### src/rtl/uart_pkg.sv
// rtl/uart_pkg.sv - shared UART arbiter types, widths and command bytes
package uart_pkg;

  localparam int BYTE_W  = 8;
  localparam int GRANT_W = 3;

  // Command bytes also recognised by the RX decoder
  localparam logic [BYTE_W-1:0] CMD_R = 8'h52;
  localparam logic [BYTE_W-1:0] CMD_L = 8'h4C;
  localparam logic [BYTE_W-1:0] CMD_U = 8'h55;

  typedef enum logic [1:0] {
    IDLE,
    SEND,
    WAIT_DONE,
    HOLD
  } arb_state_e;

  function automatic logic [GRANT_W-1:0] wrap_inc(input logic [GRANT_W-1:0] idx, input int n);
    if (int'(idx) + 1 >= n) return '0;
    return idx + GRANT_W'(1);
  endfunction

endpackage

### src/rtl/rr_pick.sv
// rtl/rr_pick.sv - rotate-and-priority-encode: first set request at or after ptr_i, wrapping
module rr_pick
  import uart_pkg::*;
#(
  parameter int N_REQ = 3
) (
  input  logic [N_REQ-1:0]   req_i,
  input  logic [GRANT_W-1:0] ptr_i,
  output logic [GRANT_W-1:0] winner_o,
  output logic               found_o
);

  localparam int EXT_W = 1 << GRANT_W;

  logic [EXT_W-1:0]   req_ext;
  logic [GRANT_W-1:0] idx;

  // Walk offsets from the far end down so the nearest offset to ptr_i wins last
  always_comb begin
    req_ext            = '0;
    req_ext[N_REQ-1:0] = req_i;
    winner_o           = '0;
    found_o            = 1'b0;
    idx                = '0;
    for (int k = N_REQ - 1; k >= 0; k--) begin
      if (ptr_i >= GRANT_W'(N_REQ - k)) idx = ptr_i - GRANT_W'(N_REQ - k);
      else                              idx = ptr_i + GRANT_W'(k);
      if (req_ext[idx]) begin
        winner_o = idx;
        found_o  = 1'b1;
      end
    end
  end

endmodule

### src/rtl/uart_tx_arb.sv
// rtl/uart_tx_arb.sv - round-robin owner of the shared UART transmitter with packet lock
// UART_TX_ARB_PRIO_EN: requester 0 wins every IDLE arbitration, the rest rotate.
module uart_tx_arb
  import uart_pkg::*;
#(
  parameter int N_REQ   = 3,
  parameter int LOCK_TO = 1023
) (
  input  logic                    clk,
  input  logic                    rst,
  input  logic [N_REQ-1:0]        req,
  input  logic [BYTE_W*N_REQ-1:0] req_data,
  input  logic [N_REQ-1:0]        req_last,
  output logic [N_REQ-1:0]        ack,
  output logic                    tx_start,
  output logic [BYTE_W-1:0]       tx_data,
  input  logic                    tx_busy,
  input  logic                    tx_done,
  output logic [GRANT_W-1:0]      grant_id,
  output logic                    arb_busy
);

  localparam int               EXT_W    = 1 << GRANT_W;
  localparam int               CNT_W    = $clog2(LOCK_TO + 1);
  localparam logic [CNT_W-1:0] CNT_LAST = CNT_W'(LOCK_TO - 1);
  localparam logic [CNT_W-1:0] CNT_MAX  = {CNT_W{1'b1}};

  arb_state_e         state_q;
  logic [GRANT_W-1:0] rr_ptr_q;
  logic [GRANT_W-1:0] grant_q;
  logic               lock_q;
  logic [CNT_W-1:0]   cnt_q;
  logic               tx_start_q;
  logic [BYTE_W-1:0]  tx_data_q;
  logic [N_REQ-1:0]   ack_q;
  logic               arb_busy_q;

  logic [EXT_W-1:0]   req_ext;
  logic [EXT_W-1:0]   last_ext;
  logic [BYTE_W-1:0]  owner_data;
  logic               owner_req;
  logic               owner_last;
  logic [N_REQ-1:0]   pick_req;
  logic [GRANT_W-1:0] pick_idx;
  logic               pick_found;
  logic               win_valid;
  logic [GRANT_W-1:0] win_idx;

  always_comb begin
    req_ext             = '0;
    last_ext            = '0;
    owner_data          = '0;
    req_ext[N_REQ-1:0]  = req;
    last_ext[N_REQ-1:0] = req_last;
    for (int i = 0; i < N_REQ; i++) begin
      if (grant_q == GRANT_W'(i)) owner_data = req_data[BYTE_W*i +: BYTE_W];
    end
  end

  assign owner_req  = req_ext[grant_q];
  assign owner_last = last_ext[grant_q];

`ifdef UART_TX_ARB_PRIO_EN
  // Requester 0 bypasses the rotation entirely; it never breaks into a locked packet
  assign pick_req  = {req[N_REQ-1:1], 1'b0};
  assign win_valid = req[0] | pick_found;
  assign win_idx   = req[0] ? '0 : pick_idx;
`else
  assign pick_req  = req;
  assign win_valid = pick_found;
  assign win_idx   = pick_idx;
`endif

  rr_pick #(
    .N_REQ(N_REQ)
  ) u_pick (
    .req_i    (pick_req),
    .ptr_i    (rr_ptr_q),
    .winner_o (pick_idx),
    .found_o  (pick_found)
  );

  always_ff @(posedge clk or negedge rst) begin
    if (!rst) begin
      state_q    <= IDLE;
      rr_ptr_q   <= '0;
      grant_q    <= '0;
      lock_q     <= 1'b0;
      cnt_q      <= '0;
      tx_start_q <= 1'b0;
      tx_data_q  <= '0;
      ack_q      <= '0;
      arb_busy_q <= 1'b0;
    end else begin
      tx_start_q <= 1'b0;
      ack_q      <= '0;
      unique case (state_q)
        IDLE: begin
          if (win_valid) begin
            grant_q    <= win_idx;
            state_q    <= SEND;
            arb_busy_q <= 1'b1;
          end
        end
        SEND: begin
          if (!owner_req) begin
            state_q    <= IDLE;
            arb_busy_q <= 1'b0;
          end else if (!tx_busy) begin
            tx_start_q <= 1'b1;
            tx_data_q  <= owner_data;
            ack_q      <= N_REQ'(1) << grant_q;
            lock_q     <= !owner_last;
            state_q    <= WAIT_DONE;
          end
        end
        WAIT_DONE: begin
          if (tx_done) begin
            if (lock_q) begin
              state_q <= HOLD;
              cnt_q   <= '0;
            end else begin
              rr_ptr_q   <= wrap_inc(grant_q, N_REQ);
              state_q    <= IDLE;
              arb_busy_q <= 1'b0;
            end
          end
        end
        HOLD: begin
          if (owner_req) begin
            state_q <= SEND;
          end else begin
            if (cnt_q != CNT_MAX) cnt_q <= cnt_q + CNT_W'(1);
            // Owner went quiet too long: give the transmitter back to the rotation
            if (cnt_q >= CNT_LAST) begin
              lock_q     <= 1'b0;
              rr_ptr_q   <= wrap_inc(grant_q, N_REQ);
              state_q    <= IDLE;
              arb_busy_q <= 1'b0;
            end
          end
        end
        default: begin
          state_q    <= IDLE;
          arb_busy_q <= 1'b0;
        end
      endcase
    end
  end

  assign ack      = ack_q;
  assign tx_start = tx_start_q;
  assign tx_data  = tx_data_q;
  assign grant_id = grant_q;
  assign arb_busy = arb_busy_q;

endmodule

### config.mk
export PLATFORM = sky130hd
export DESIGN_NAME = uart_tx_arb
export DESIGN_NICKNAME = d
export VERILOG_FILES = /design/src/rtl/uart_pkg.sv /design/src/rtl/rr_pick.sv /design/src/rtl/uart_tx_arb.sv
export SDC_FILE = /design/constraint.sdc
export NUM_CORES = 1
export LEC_CHECK = 0
export CAP_MARGIN = 20
export CORE_ASPECT_RATIO = 0.6
export CORE_MARGIN = 2
export CORE_UTILIZATION = 55
export CTS_CLUSTER_DIAMETER = 120
export DETAILED_ROUTE_END_ITERATION = 7
export PLACE_DENSITY = 0.85
export SLEW_MARGIN = 25
export SYNTH_ARGS = -nofsm -noshare
export SYNTH_HDL_FRONTEND = slang
export SYNTH_SLANG_ARGS = --single-unit
### constraint.sdc
create_clock -name clk -period 5.8 [get_ports clk]
set_clock_uncertainty 0.05 [all_clocks]
set_input_delay 0.87 -clock clk [delete_from_list [all_inputs] [get_ports clk]]
set_output_delay 0.87 -clock clk [all_outputs]
set_load 0.01 [all_outputs]
==> results.json <==
{
  "nets": 355,
  "synth_commonest_cells": "32 x dfrtp_1, 28 x nand2_1, 26 x a21oi_1, 21 x nor2_1",
  "ir_drop_mv": 0.329,
  "rows": 18,
  "gp_congestion": 0.898,
  "synth_edf_count": 0,
  "grt_use_total_pct": 25.9,
  "yosys_warnings": 0,
  "critPathRequiredTime_ns": 5.92,
  "finalWirelength_mm": 5.76,
  "finalCriticalPeriod_ns": 2.95,
  "cts_root_buf": "clkbuf_8",
  "clockPowerShare_pct": 12.5,
  "start_util_pct": 56.9,
  "drc_errors": 0,
  "layout-drive-gt1-share_pct": 7.12,
  "synth_top_area_share_pct": 34.3,
  "antenna_found_initial": 0,
  "clk_latency_ns": 0.28,
  "final_util_pct": 71.1,
  "cts_buffer_depth": 2,
  "ys_ff_latch": 32,
  "p_seq_share_pct": 26.6,
  "post_cts_buffers": 0,
  "gr-total-overflow": 0,
  "met1_usage_pct": 35.3,
  "p_comb_share_pct": 60.9,
  "dr.pass1.iters": 5,
  "power.density_nw_per_um2": 481,
  "cts_tree": "done",
  "startpoint_type": "register",
  "synth_cell_types": 56,
  "yosysMostFrequentCell": "dfrtp_1",
  "routedWlPerCell_microns": 15.6,
  "nFillCells": 320,
  "power.switching_w": 0.000629,
  "top_usage_layer": "met2",
  "syn_avg_cell_area_sq_um": 8.77,
  "finalCritPeriodShare_pct": 50.8,
  "rsz0062_at_grt": "false",
  "setup.worst_path.class": "register to register",
  "synth_cells": 266,
  "hold_path.class": "register to register",
  "cts_resized": 0,
  "syn_area_sq_um": 2330,
  "dr.first_iter.drc_count": 190,
  "cts.sinks": 32,
  "hold_violations": 0,
  "ys_seq_area_share_pct": 34.3,
  "swShare_pct": 44.8,
  "tightest_slew_ns": 0.636,
  "core_sq_um": 4100,
  "die_h_microns": 54.4,
  "portBuffers": 49,
  "vias": 2192,
  "clkTransAtPathRegs_ns": 0.07,
  "synth_nets": 313,
  "htree_num_levels": 2,
  "yosys.area.top_type": "dfrtp_1",
  "grt_pass1_vias": 2026,
  "status": "complete, no violations",
  "hold_buffers": 0,
  "endpoint_kind": "register",
  "setup_tns_ns": 0,
  "async_flop_share_pct": 100,
  "die_area_sq_um": 4790,
  "hpwl_mm": 4.45,
  "vias_per_cell": 5.94,
  "grtUsageMet3_pct": 6.94,
  "internal-power_w": 0.000775,
  "io_pins": 50,
  "relSlewSlack_pct": 57.6,
  "leakage_nw": 1.28,
  "synthFlopType": "dfrtp_1",
  "drtAntennaViolNets": 0,
  "ys_top_cells_by_area": "dfrtp_1 34%, ha_1 7.0%, a21oi_1 5.6%",
  "slew_viol_final": 0,
  "clock.fmax_mhz": 339,
  "cap_violations": 0,
  "grt_pass1_wl_mm": 9.39,
  "grt_max_degree": 33,
  "crit_fanout": 12,
  "cts_made_buffers": 5,
  "antenna_cells": 0,
  "crit_arrival_ns": 3.07,
  "met2_usage_pct": 42.3,
  "die_x_microns": 88.1,
  "areaGrowthSynthToFinish_pct": 25.0,
  "finalSetupViolCount": 0
}
power groups by stage:
stage	Combinational [W]	Clock, W	Sequential [W]
2_1_floorplan	0.000628	0	0.000348
3_3_place_gp	0.000811	0	0.000375
3_5_place_dp	0.000833	0	0.000375
4_1_cts	0.000839	0.000178	0.000372
5_1_grt	0.000940	0.000188	0.000384
6_report	0.000855	0.000175	0.000374
placed cells by master, fill, tap and decap left out, drive strengths merged, types with 2 or more instances in the layout:
cell	netlist	routed
a31oi	3	3
a311oi	2	2
nand3	13	13
mux2	3	3
nand4	5	5
and3	5	5
nand2	28	28
clkinv	1	3
and4	4	4
nor2	21	21
inv	12	12
nor3	2	2
a21oi	27	27
clkdlybuf4s50	0	49
o31ai	10	10
nor2b	2	2
a21o	4	4
or3b	3	3
and2	5	5
mux2i	8	8
xor2	8	8
o21ai	5	5
clkbuf	9	6
o22ai	4	4
a211oi	2	2
nand2b	9	9
or2	2	2
dfrtp	32	32
ha	13	13
registers in the layout, indices dropped and copies added (netlist names), 2 cells and up:
register	flops
cnt_q	10
tx_data	8
ack	3
grant_id	3
rr_ptr_q	3
state_q	2
final cells by class:
class | instances | area (sq um) | area share [%]
Clock inverter | 2 | 10.0 | 0.343
Clock buffer | 6 | 82.6 | 2.83
Sequential cell | 32 | 801 | 27.5
Multi-Input combinational cell | 206 | 1400 | 48.0
Timing Repair Buffer | 50 | 498 | 17.1
Tap cell | 60 | 75.1 | 2.58
Inverter | 13 | 48.8 | 1.67
critical path, stage by stage, from the launching register on:
cell and delay [ns]:
dfrtp_1 0.57, inv_1 0.23, ha_1 0.44, nand2b_1 0.20
a311oi_1 0.44, a211o_1 0.18, and2_1 0.17, o311a_4 0.25
mux2_4 0.30
worst paths after layout:
kind / to / cells past startpoint / from / slack, ns
max reg2reg: grant_id[0] / 8 / rr_ptr_q[0] / 2.85
min: tx_data[3] / 2 / tx_data[3] / 0.43
min reg2reg: tx_data[3] / 2 / tx_data[3] / 0.43
max in group asynchronous: grant_id[1] / 2 / rst / 4.47
max: grant_id[0] / 8 / rr_ptr_q[0] / 2.85
min in group asynchronous: state_q[1] / 2 / rst / 0.93
cells by family after synthesis:
| kind of cell | synth area share (%) |
|---|---|
| and+or+nand+nor | 23.5 |
| xor gates and xnor gates | 3.38 |
| buffers and inverters | 5.63 |
| muxes | 6.01 |
| adders and majority gates | 6.97 |
| DFF | 34.3 |
| AOI/OAI and AO/OA | 20.2 |
routing by layer:
| layer | share of wire (%) | vias to the layer above |
|---|---|---|
| met5 | 0 | - |
| met2 | 43 | 109 |
| met3 | 8.8 | 8 |
| met1 | 47 | 1036 |
| li1 | - | 1039 |
| met4 | 1.0 | 0 |
per-stage QoR:
step	hold WS [ns]	setup WS, ns	cells	power (W)	cell area [sq um]
2_1_floorplan	0.435	3.31	266	0.000976	2330
3_3_place_gp	0.416	2.73	361	0.00119	2820
3_5_place_dp	0.416	2.63	361	0.00121	2820
4_1_cts	0.430	2.89	369	0.00139	2920
5_1_grt	0.450	2.65	369	0.00151	2920
6_report	0.425	2.85	369	0.00140	2920
Note: power is estimated with default switching activity, not from simulation.
==> edit (config.mk and constraints unchanged) <==
Encoding of `arb_state_e`: now one-hot (4 bits for 4 states).
--- a/src/rtl/uart_pkg.sv
+++ b/src/rtl/uart_pkg.sv
@@ -11,7 +11,7 @@
 
-  typedef enum logic [1:0] {
-    IDLE,
-    SEND,
-    WAIT_DONE,
-    HOLD
+  typedef enum logic [3:0] {
+    IDLE      = 4'b0001,
+    SEND      = 4'b0010,
+    WAIT_DONE = 4'b0100,
+    HOLD      = 4'b1000
   } arb_state_e;
Function: no difference found for any inputs over 10 cycles, from zero or initial values and one cycle with rst low; not proved beyond that.
==> edit against the unedited design <==
Die area is 5.8% higher. Non-clock buffer count stayed put. Worst setup slack worse by 0.17 ns. Synthesized area is 6.1% higher. Largest power group unchanged. Power is 2.8% higher. First-iteration DRC count is 4.2% higher. Highest routed layer unchanged. Design area is 6.3% higher. Combinational power is 5.0% lower. Sequential share of layout area hardly changed. Sequential cell count is 2 higher. Critical path type unchanged. Wire length is 7.7% higher. Hold slack better by 0.029 ns.
==> edit: results (changes against the unedited design) <==
cts:
  post_cts_buffers: 0  # unchanged
  insertion_delay_ns: 0.29
  clk_pin_slew_ns: 0.07  # about the same
  clock_path_buffers: 2  # unchanged
  cts_buffers: 5  # unchanged
  cts_resized: 0  # unchanged
global_routing:
  grt.total_usage: 0.256  # -0.00266
  grt_max_degree: 35  # +6.1%
  grt_pass1_vias: 2229  # +10%
  grtUsageMet1: 0.373  # +0.0192
  grt_pass1_wl_microns: 10400  # +11%
  grtUsageMet2: 0.368  # -0.0552
  grt_use_met3: 0.0867  # +0.0173
  grt.busiest_layer: "met1"
  antenna_found_initial: 0  # unchanged
setup_path:
  critPathArrivalTime_ns: 3.23  # +0.16 ns
  max_stage_delay_ns: 0.68  # +0.11 ns
  critical_path_depth: 8  # unchanged
  critPathSlowestCell: "dfrtp_1"
  crit_fanout: 18  # +6
  crit_family: "multiplexers"
worst_hold_path:
  hold_depth: 1  # -1
  hold_class: "flip-flop to flip-flop"
synth:
  synthXorXnorAreaFrac: 0.00708  # -0.0267
  synth-compound-area-share: 0.246  # +0.0440
  synthTopCellsByArea: "dfrtp_1, ha_1, a21oi_1"
  synth_seq_area_share: 0.344  # +0.000940
  synthAdderAreaFrac: 0.0657  # -0.00402
  netlist.area_leader.share: 0.334  # -0.00968
  synth_mux_area_frac: 0.0586  # -0.00144
  synth_common_cells: "dfrtp_1, nor2_1, a21oi_1"
  yosys.cell_types.count: 54  # -3.6%
  syn-instance-count: 292  # +9.8%
  async_flop_share: 1.00  # unchanged
  synth_nets: 339  # +8.3%
  synth_warnings: 0  # unchanged
finish:
  layout.nets: 380  # +7.0%
  drive_gt1_frac: 0.0691  # -0.00213
  regMostFlops: "cnt_q"
  final_cells: 393  # +6.5%
  nFillCells: 319  # -0.31%
power_and_ir_drop:
  ir_worst_vdd_uv: 262  # -20%
  intPower_mw: 0.807  # +4.2%
  cellLeakagePower_nw: 1.28  # -0.32%
placement:
  gp_congestion: 0.900  # +0.31%
  placed_area_sq_mm: 0.00299  # +5.8%
  dp_hpwl_microns: 4660  # +4.7%
  io_buffers: 49  # unchanged
route:
  wl_per_cell_microns: 15.8  # +1.1%
  vias: 2415  # +10%
  drt-initial-drc-count: 198  # +4.2%
  dr.pass1.iters: 5  # unchanged
outcome:
  status: "finished clean"
sta:
  worst_slew_pin_slew_ns: 0.750  # +0.114 ns
==> edit: cell types whose count changed after synthesis, sizes merged, moves of 5 or more <==
cell    delta
o21ai     +14
buf        -5
nor2      +10
o41ai      +8
nand2b     -5
nand3      -6
clkbuf     +6
xor2       -7
or4        +7
nand2      -5
==> edit: power by group through the flow <==
stage                     combinational [mW]  sequential, mW  clock, mW
after floorplan                        0.566           0.398          0
after global placement                 0.782           0.407          0
after detailed placement               0.799           0.409          0
after CTS                              0.804           0.407      0.222
after global routing                   0.904           0.423      0.236
final                                  0.812           0.410      0.221
==> edit: worst paths after layout <==
| kind | start | to | slack, ns |
|---|---|---|---|
| max | rr_ptr_q[0] | state_q[1] | 2.68 |
| min | arb_busy | arb_busy | 0.45 |
| max reg2reg | rr_ptr_q[0] | state_q[1] | 2.68 |
| min reg2reg | arb_busy | arb_busy | 0.45 |
| max in group asynchronous | rst | state_q[0] | 4.43 |
| min in group asynchronous | rst | cnt_q[8] | 0.92 |
==> edit: final cells by class <==
class / instances / area [sq um] / area share
Timing Repair Buffer: 50 / 498 / 0.161
Sequential cell: 34 / 852 / 0.275
Multi-Input combinational cell: 226 / 1500 / 0.484
Clock inverter: 1 / 30.0 / 0.00969
Inverter: 16 / 60.1 / 0.0194
Tap cell: 60 / 75.1 / 0.0242
Clock buffer: 6 / 82.6 / 0.0266
==> edit: metrics by stage <==
| stage | setup slack, ns | power [mW] | utilization |
|---|---|---|---|
| 6_report | 2.68 | 1.44 | 0.736 |
| 5_1_grt | 2.50 | 1.56 | 0.736 |
| 4_1_cts | 2.71 | 1.43 | 0.736 |
| 3_5_place_dp | 2.59 | 1.21 | 0.709 |
| 3_3_place_gp | 2.72 | 1.19 | 0.709 |
| 2_1_floorplan | 3.37 | 0.963 | - |
==> edit: cell families after synthesis <==
| logic type | after synthesis |
|---|---|
| AOI/OAI and AO/OA | 90 |
| xor gates and xnor gates | 2 |
| adders and majority gates | 13 |
| buffers and inverters | 32 |
| DFF | 34 |
| muxes | 13 |
| and+or+nand+nor | 108 |
==> edit: metal layers <==
metal / up-vias / routed length (microns)
li1: 1162 / -
met1: 1139 / 2920
met2: 108 / 2650
met3: 6 / 586
met4: 0 / 40
met5: - / 0
